## config.mk

```make
export PLATFORM = sky130hd
export DESIGN_NAME = ssc_dsd_corrector
export DESIGN_NICKNAME = d
export VERILOG_FILES = /design/src/rtl/ssc_dsd_corrector.sv
export SDC_FILE = /design/constraint.sdc
export NUM_CORES = 2
export LEC_CHECK = 0
export ABC_AREA = 1
export CELL_PAD_IN_SITES_DETAIL_PLACEMENT = 1
export CELL_PAD_IN_SITES_GLOBAL_PLACEMENT = 2
export CORE_MARGIN = 1
export CORE_UTILIZATION = 30
export DETAILED_ROUTE_END_ITERATION = 16
export PLACE_DENSITY = 0.84
export SKIP_CTS_REPAIR_TIMING = 1
export SYNTH_ARGS = -nofsm -noshare
export SYNTH_HDL_FRONTEND = slang
export SYNTH_SLANG_ARGS = --single-unit
```

## constraint.sdc

```tcl
create_clock -name clk -period 29 [get_ports clk]
set_input_delay 5.8 -clock clk [delete_from_list [all_inputs] [get_ports clk]]
set_output_delay 5.8 -clock clk [all_outputs]
set_load 0.02 [all_outputs]
```

## src/rtl/ssc_dsd_corrector.sv

```systemverilog
// Single-symbol-correct / double-symbol-detect corrector over GF(2^8), poly 0x15F.
// Define SSC_DSD_EARLY_TERM_EN to leave SEARCH on the first locator match.
module ssc_dsd_corrector (
    input  logic         clk,
    input  logic         rst,
    input  logic         valid_in,
    output logic         ready_out,
    input  logic [311:0] codeword_in,
    input  logic [7:0]   syndrome0_in,
    input  logic [7:0]   syndrome1_in,
    input  logic [7:0]   syndrome2_in,
    output logic         valid_out,
    input  logic         ready_in,
    output logic [311:0] codeword_out,
    output logic [1:0]   err_type_out,
    output logic [5:0]   err_pos_out
);
    // state  | meaning
    // IDLE   | waiting for a codeword
    // CHECK  | two cycles: seed locators, then classify syndromes
    // SEARCH | one data-symbol candidate k per cycle, k = 0..35
    // DONE   | result presented until downstream accepts
    typedef enum logic [1:0] {IDLE, CHECK, SEARCH, DONE} state_t;

    localparam logic [1:0] ERR_NE  = 2'b00;
    localparam logic [1:0] ERR_CE  = 2'b01;
    localparam logic [1:0] ERR_DUE = 2'b10;
    localparam logic [5:0] K_LAST  = 6'd35;

    state_t         state, state_next;
    logic [311:0]   cw_q;
    logic [7:0]     s0_q, s1_q, s2_q;
    logic [7:0]     t1_q, t2_q;
    logic [5:0]     k_q;
    logic           check_ph;
    logic           found_q;
    logic [5:0]     found_pos_q;

    logic           load_out;
    logic [1:0]     res_type;
    logic [5:0]     res_pos;
    logic           match;
    logic [7:0]     fix_val;
    logic [8:0]     fix_sh;
    logic [311:0]   fix_mask;

    function automatic logic [7:0] mul_alpha(input logic [7:0] x);
        return {x[6:0], 1'b0} ^ (x[7] ? 8'h5F : 8'h00);
    endfunction

    assign match = (t1_q == s1_q) && (t2_q == s2_q);

    always_ff @(posedge clk or posedge rst) begin
        if (rst) state <= IDLE;
        else     state <= state_next;
    end

    always_comb begin
        state_next = state;
        load_out   = 1'b0;
        res_type   = ERR_NE;
        res_pos    = 6'd0;
        case (state)
            IDLE: if (valid_in) state_next = CHECK;
            CHECK: if (check_ph) begin
                state_next = DONE;
                load_out   = 1'b1;
                case ({s0_q != 8'h00, s1_q != 8'h00, s2_q != 8'h00})
                    3'b000: res_type = ERR_NE;
                    3'b100: begin res_type = ERR_CE; res_pos = 6'd36; end
                    3'b010: begin res_type = ERR_CE; res_pos = 6'd37; end
                    3'b001: begin res_type = ERR_CE; res_pos = 6'd38; end
                    3'b111: begin state_next = SEARCH; load_out = 1'b0; end
                    default: res_type = ERR_DUE;
                endcase
            end
            SEARCH: begin
`ifdef SSC_DSD_EARLY_TERM_EN
                if (match) begin
                    state_next = DONE;
                    load_out   = 1'b1;
                    res_type   = ERR_CE;
                    res_pos    = k_q;
                end else if (k_q == K_LAST) begin
                    state_next = DONE;
                    load_out   = 1'b1;
                    res_type   = ERR_DUE;
                end
`else
                if (k_q == K_LAST) begin
                    state_next = DONE;
                    load_out   = 1'b1;
                    if (found_q) begin
                        res_type = ERR_CE;
                        res_pos  = found_pos_q;
                    end else if (match) begin
                        res_type = ERR_CE;
                        res_pos  = k_q;
                    end else begin
                        res_type = ERR_DUE;
                    end
                end
`endif
            end
            DONE: if (ready_in) state_next = IDLE;
            default: state_next = IDLE;
        endcase
    end

    always_comb begin
        ready_out = (state == IDLE) && !rst;
        valid_out = (state == DONE);
    end

    // Symbol p sits at [311-8p -: 8] for data and parity alike, so one shift covers all.
    always_comb begin
        fix_val  = (res_pos == 6'd37) ? s1_q : (res_pos == 6'd38) ? s2_q : s0_q;
        fix_sh   = 9'(6'd38 - res_pos) << 3;
        fix_mask = '0;
        if (res_type == ERR_CE) fix_mask = 312'(fix_val) << fix_sh;
    end

    always_ff @(posedge clk or posedge rst) begin
        if (rst) begin
            cw_q         <= '0;
            s0_q         <= '0;
            s1_q         <= '0;
            s2_q         <= '0;
            t1_q         <= '0;
            t2_q         <= '0;
            k_q          <= '0;
            check_ph     <= 1'b0;
            found_q      <= 1'b0;
            found_pos_q  <= '0;
            codeword_out <= '0;
            err_type_out <= ERR_NE;
            err_pos_out  <= '0;
        end else begin
            case (state)
                IDLE: if (valid_in) begin
                    cw_q     <= codeword_in;
                    s0_q     <= syndrome0_in;
                    s1_q     <= syndrome1_in;
                    s2_q     <= syndrome2_in;
                    check_ph <= 1'b0;
                    found_q  <= 1'b0;
                    k_q      <= '0;
                end
                CHECK: begin
                    check_ph <= 1'b1;
                    t1_q     <= s0_q;
                    t2_q     <= s0_q;
                    k_q      <= '0;
                end
                SEARCH: begin
                    t1_q <= mul_alpha(t1_q);
                    t2_q <= mul_alpha(mul_alpha(t2_q));
                    k_q  <= k_q + 6'd1;
                    if (match && !found_q) begin
                        found_q     <= 1'b1;
                        found_pos_q <= k_q;
                    end
                end
                default: ;
            endcase
            if (load_out) begin
                codeword_out <= cw_q ^ fix_mask;
                err_type_out <= res_type;
                err_pos_out  <= res_pos;
            end
        end
    end
endmodule

```

==> metrics.md <==
| Metric | Value |
|---|---|
| Die Span Y | `339.2 um` |
| Worst-path clk slew | `0.05 ns` |
| Sum of internal, switching and leakage power | `0.004051 W` |
| Highest Clock Rate | `77.67 MHz` |
| Root cell of the clock tree | `sky130_fd_sc_hd__clkbuf_16` |
| Clock skew | `0.01971 ns` |
| Net count of the mapped netlist | `4,678` |
| Power density relative to cell area | `91.65 nW/um^2` |
| Cell family contributing the most delay on the critical path | `buffers and inverters` |
| Fraction of the cycle the final worst path needs | `44.39%` |
| Final setup fails | `0` |
| Critical path's largest stage delay | `0.61 ns` |
| First-iteration detailed-routing DRC count | `1,900` |
| Maximum fanout along the worst path | `2` |
| Average size of a mapped cell | `7.881 um^2` |
| Row count | `123` |
| Final critical path time including I/O delays and setup | `12.87 ns` |
| Startpoint of the most critical hold path | `codeword_out[281]` |
| Synth warnings | `0` |
| Area growth syn-to-layout | `29.54%` |
| Worst-Margin Slew | `1.073 ns` |
| Detailed-placement wirelength estimate | `92,510 um` |
| Count of pins on the block boundary | `662` |
| Critical setup path kind | `input port to primary output` |
| Maximum clock path buffer count | `3` |
| Capturing element type of the critical path | `primary output` |
| Vias per cell | `5.106` |
| Crit path buf inv count | `2` |
| Cell type with the highest occurrence count on the critical path | `sky130_fd_sc_hd__clkdlybuf4s50_1` |
| Die Outline Area | `115,100 um^2` |
| Outcome | `finished, final reports clean` |
| Number of global-route vias before repair | `33,790` |
| Setup repair after global routing missed its margin | `false` |
| Via Count | `32,680` |
| Clock network fraction of total power | `26.9%` |
| Post-synth EDFFs | `0` |
| Global-route usage over all layers | `23.89%` |
| VDD IR-drop max | `0.00004810 V` |
| Wire length of the first global-routing pass | `213,400 um` |
| Sequential share of the synthesized area | `50.46%` |
| Maximum number of pins on one net before global-route repair | `190` |
| Crit Reg-Reg Startpoint | `state[1]` |
| Worst EP required | `23.20 ns` |
| Switching component of the power | `0.001533 W` |
| Startpoint types | `input port` |
| Synthesized netlist cell count | `4,329` |
| Number of flip-flops and latches in the synthesized netlist | `688` |
| Number of inserted filler cells in the final layout | `13,470` |
| Chip width | `339.2 um` |
| Leakage Power | `20.52 nW` |
| Final Net Count | `5,165` |
| Cell Chain, Critical Path | `clkdlybuf4s50_1 > nor2_1 > clkdlybuf4s50_1` |
| Net switching share of the total power | `37.83%` |
| Max-cap check violation count | `0` |
| Antenna violations before repair | `20` |
| Clk_lat worst skew | `0.67 ns` |
| Setup TNS | `0 ns` |
| Part of the total power dissipated in combinational logic | `34.3%` |
| Synthesized area | `34,120 um^2` |
| Register share of total power | `38.9%` |
| Total number of H-tree levels | `3` |
| Number of buffers inserted during clock tree synthesis | `85` |
| DR WL/cell | `21.67 um` |
| Critical Path Slowest Stage Cell | `sky130_fd_sc_hd__clkdlybuf4s50_1` |
| Cell variety after synth | `40` |
| CORE AREA | `112,700 um^2` |
| Final count of hold timing violations | `0` |
| TritonCTS clock tree | `yes` |
| Number of max-slew violations in the final report | `0` |
| Remaining global-route overflow | `0` |
| Routed Antenna Nets | `0` |
| Total wire length | `138,700 um` |
| Final weighted congestion in routability-driven placement | `0.8435` |
| First-pass iteration count of the detailed router | `5` |
| Power Internal | `0.002518 W` |
| Hold Crit Class | `register to register` |
| Relative max-transition margin | `28.49%` |
| Post-synth top flop | `sky130_fd_sc_hd__dfrtp_1` |
| Count of unresolved DRC violations after routing | `0` |
| Synth async-reset ratio | `100.0%` |
| Beginning of the critical path | `rst` |
| Worst Setup Slack post-DPL | `16.13 ns` |
| Worst path arrival time | `7.07 ns` |
| Starting density of the core | `30.28%` |
| Worst-case setup margin in the final layout | `16.13 ns` |
| Fraction of final layout cells with drive strength greater than 1 | `5.756%` |
| Clock sink count | `688` |
| Number of buffers added on ports | `661` |
## layer usage
layer / up-vias / global-route usage (%) / wire (um)
li1: 15250 / - / -
met3: 200 / 3.825 / 6699
met4: 6 / 8.887 / 4743
met1: 16410 / 31.66 / 61430
met5: - / 0 / 35
met2: 805 / 39.19 / 65780
## per-stage QoR
stage               cell area (um^2)  hold WS (ns)  instances  utilization, %
floorplan                      34120        0.4529       4329               -
global placement               41350        0.4609       6229           36.71
detailed placement             41350        0.4638       6229           36.71
CTS                            44150        0.4797       6382           39.19
global route                   44190        0.4853       6398           39.23
finish                         44190        0.4746       6399           39.23
## power by group through the flow
stage / Sequential (W) / Combinational, W / Clock [W]
2_1_floorplan: 0.00169 / 0.000664 / 0
3_3_place_gp: 0.00157 / 0.00134 / 0
3_5_place_dp: 0.00158 / 0.00139 / 0
4_1_cts: 0.00157 / 0.00140 / 0.00112
5_1_grt: 0.00162 / 0.00155 / 0.00115
6_report: 0.00157 / 0.00139 / 0.00109
## synth_stat cells (3+ instances only)
cell,number,area share [%]
sky130_fd_sc_hd__inv_1,360,4.0
sky130_fd_sc_hd__buf_4,4,0.088
sky130_fd_sc_hd__dfrtp_1,688,50
sky130_fd_sc_hd__nor2_4,3,0.099
sky130_fd_sc_hd__nor3_1,6,0.088
sky130_fd_sc_hd__a22oi_1,6,0.13
sky130_fd_sc_hd__nand2_1,1416,16
sky130_fd_sc_hd__o21ai_0,369,5.4
sky130_fd_sc_hd__nor2_2,68,1.2
sky130_fd_sc_hd__nand2_4,4,0.13
sky130_fd_sc_hd__nand2_2,5,0.092
sky130_fd_sc_hd__clkinv_1,3,0.033
sky130_fd_sc_hd__nor2_1,41,0.45
sky130_fd_sc_hd__ha_1,9,0.33
sky130_fd_sc_hd__nand3_2,10,0.29
sky130_fd_sc_hd__nand3_1,637,9.3
sky130_fd_sc_hd__buf_6,48,1.6
sky130_fd_sc_hd__clkbuf_1,150,1.7
sky130_fd_sc_hd__inv_2,12,0.13
sky130_fd_sc_hd__buf_2,55,0.81
sky130_fd_sc_hd__buf_8,4,0.18
sky130_fd_sc_hd__nand4_1,350,6.4
sky130_fd_sc_hd__o211ai_1,3,0.066
sky130_fd_sc_hd__xor2_1,6,0.15
sky130_fd_sc_hd__buf_1,38,0.42
sky130_fd_sc_hd__a21oi_1,16,0.23
## registers in the layout (all words and copies together), names as in the netlist
name,cells
check_ph,1
codeword_out,312
cw_q,312
err_pos_out,6
err_type_out,2
found_pos_q,6
found_q,1
k_q,6
s0_q,8
s1_q,8
s2_q,8
state,2
t1_q,8
t2_q,8
## final timing paths
check | to | slack (ns) | cells after the start
worst max-delay path | ready_out | 16.13 | 3
worst max register to register | codeword_out[193] | 22.85 | 17
worst min-delay path | codeword_out[281] | 0.47 | 2
max in group asynchronous | codeword_out[277] | 19.51 | 6
worst min register to register | codeword_out[281] | 0.47 | 2
min in group asynchronous | codeword_out[63] | 5.72 | 2
## placed cells by master (no fill, tap or decap), drive strengths merged, types with 7 or more instances in the layout
cell type	n
diode	17
nand3	648
o21ai	371
nand4	350
ha	9
a21oi	16
nand2	1425
buf	38
xor2	7
dfrtp	688
clkinv	11
nor3	7
clkbuf	133
inv	379
clkdlybuf4s50	661
nor2	114
## logic make-up (layout without fill, tap and decap cells)
logic type	count (synthesis)	count (layout)	synth area share, %
other cells	0	17	0
flops	688	688	50.46
xor+xnor	8	8	0.3154
simple gates	2549	2549	34.06
fa+ha+maj	9	9	0.3301
buf+inv	674	1227	8.850
compound gates	401	401	5.978
## area by class of cell
class                           count  area, um^2  area share (%)
Antenna cell                       17       42.54         0.09626
Clock buffer                      133        2580           5.838
Clock inverter                     20       221.5          0.5011
Inverter                          375        1438           3.253
Multi-Input combinational cell   2967       13890           31.44
Sequential cell                   688       17220           38.96
Tap cell                         1500        1877           4.247
Timing Repair Buffer              699        6927           15.67
## worst min-delay path, stage by stage (launching register included)
cell                      delay, ns
sky130_fd_sc_hd__dfrtp_1       0.34
sky130_fd_sc_hd__nand2_1       0.05
sky130_fd_sc_hd__nand2_1       0.05
Power figures use the tool's default switching activity.
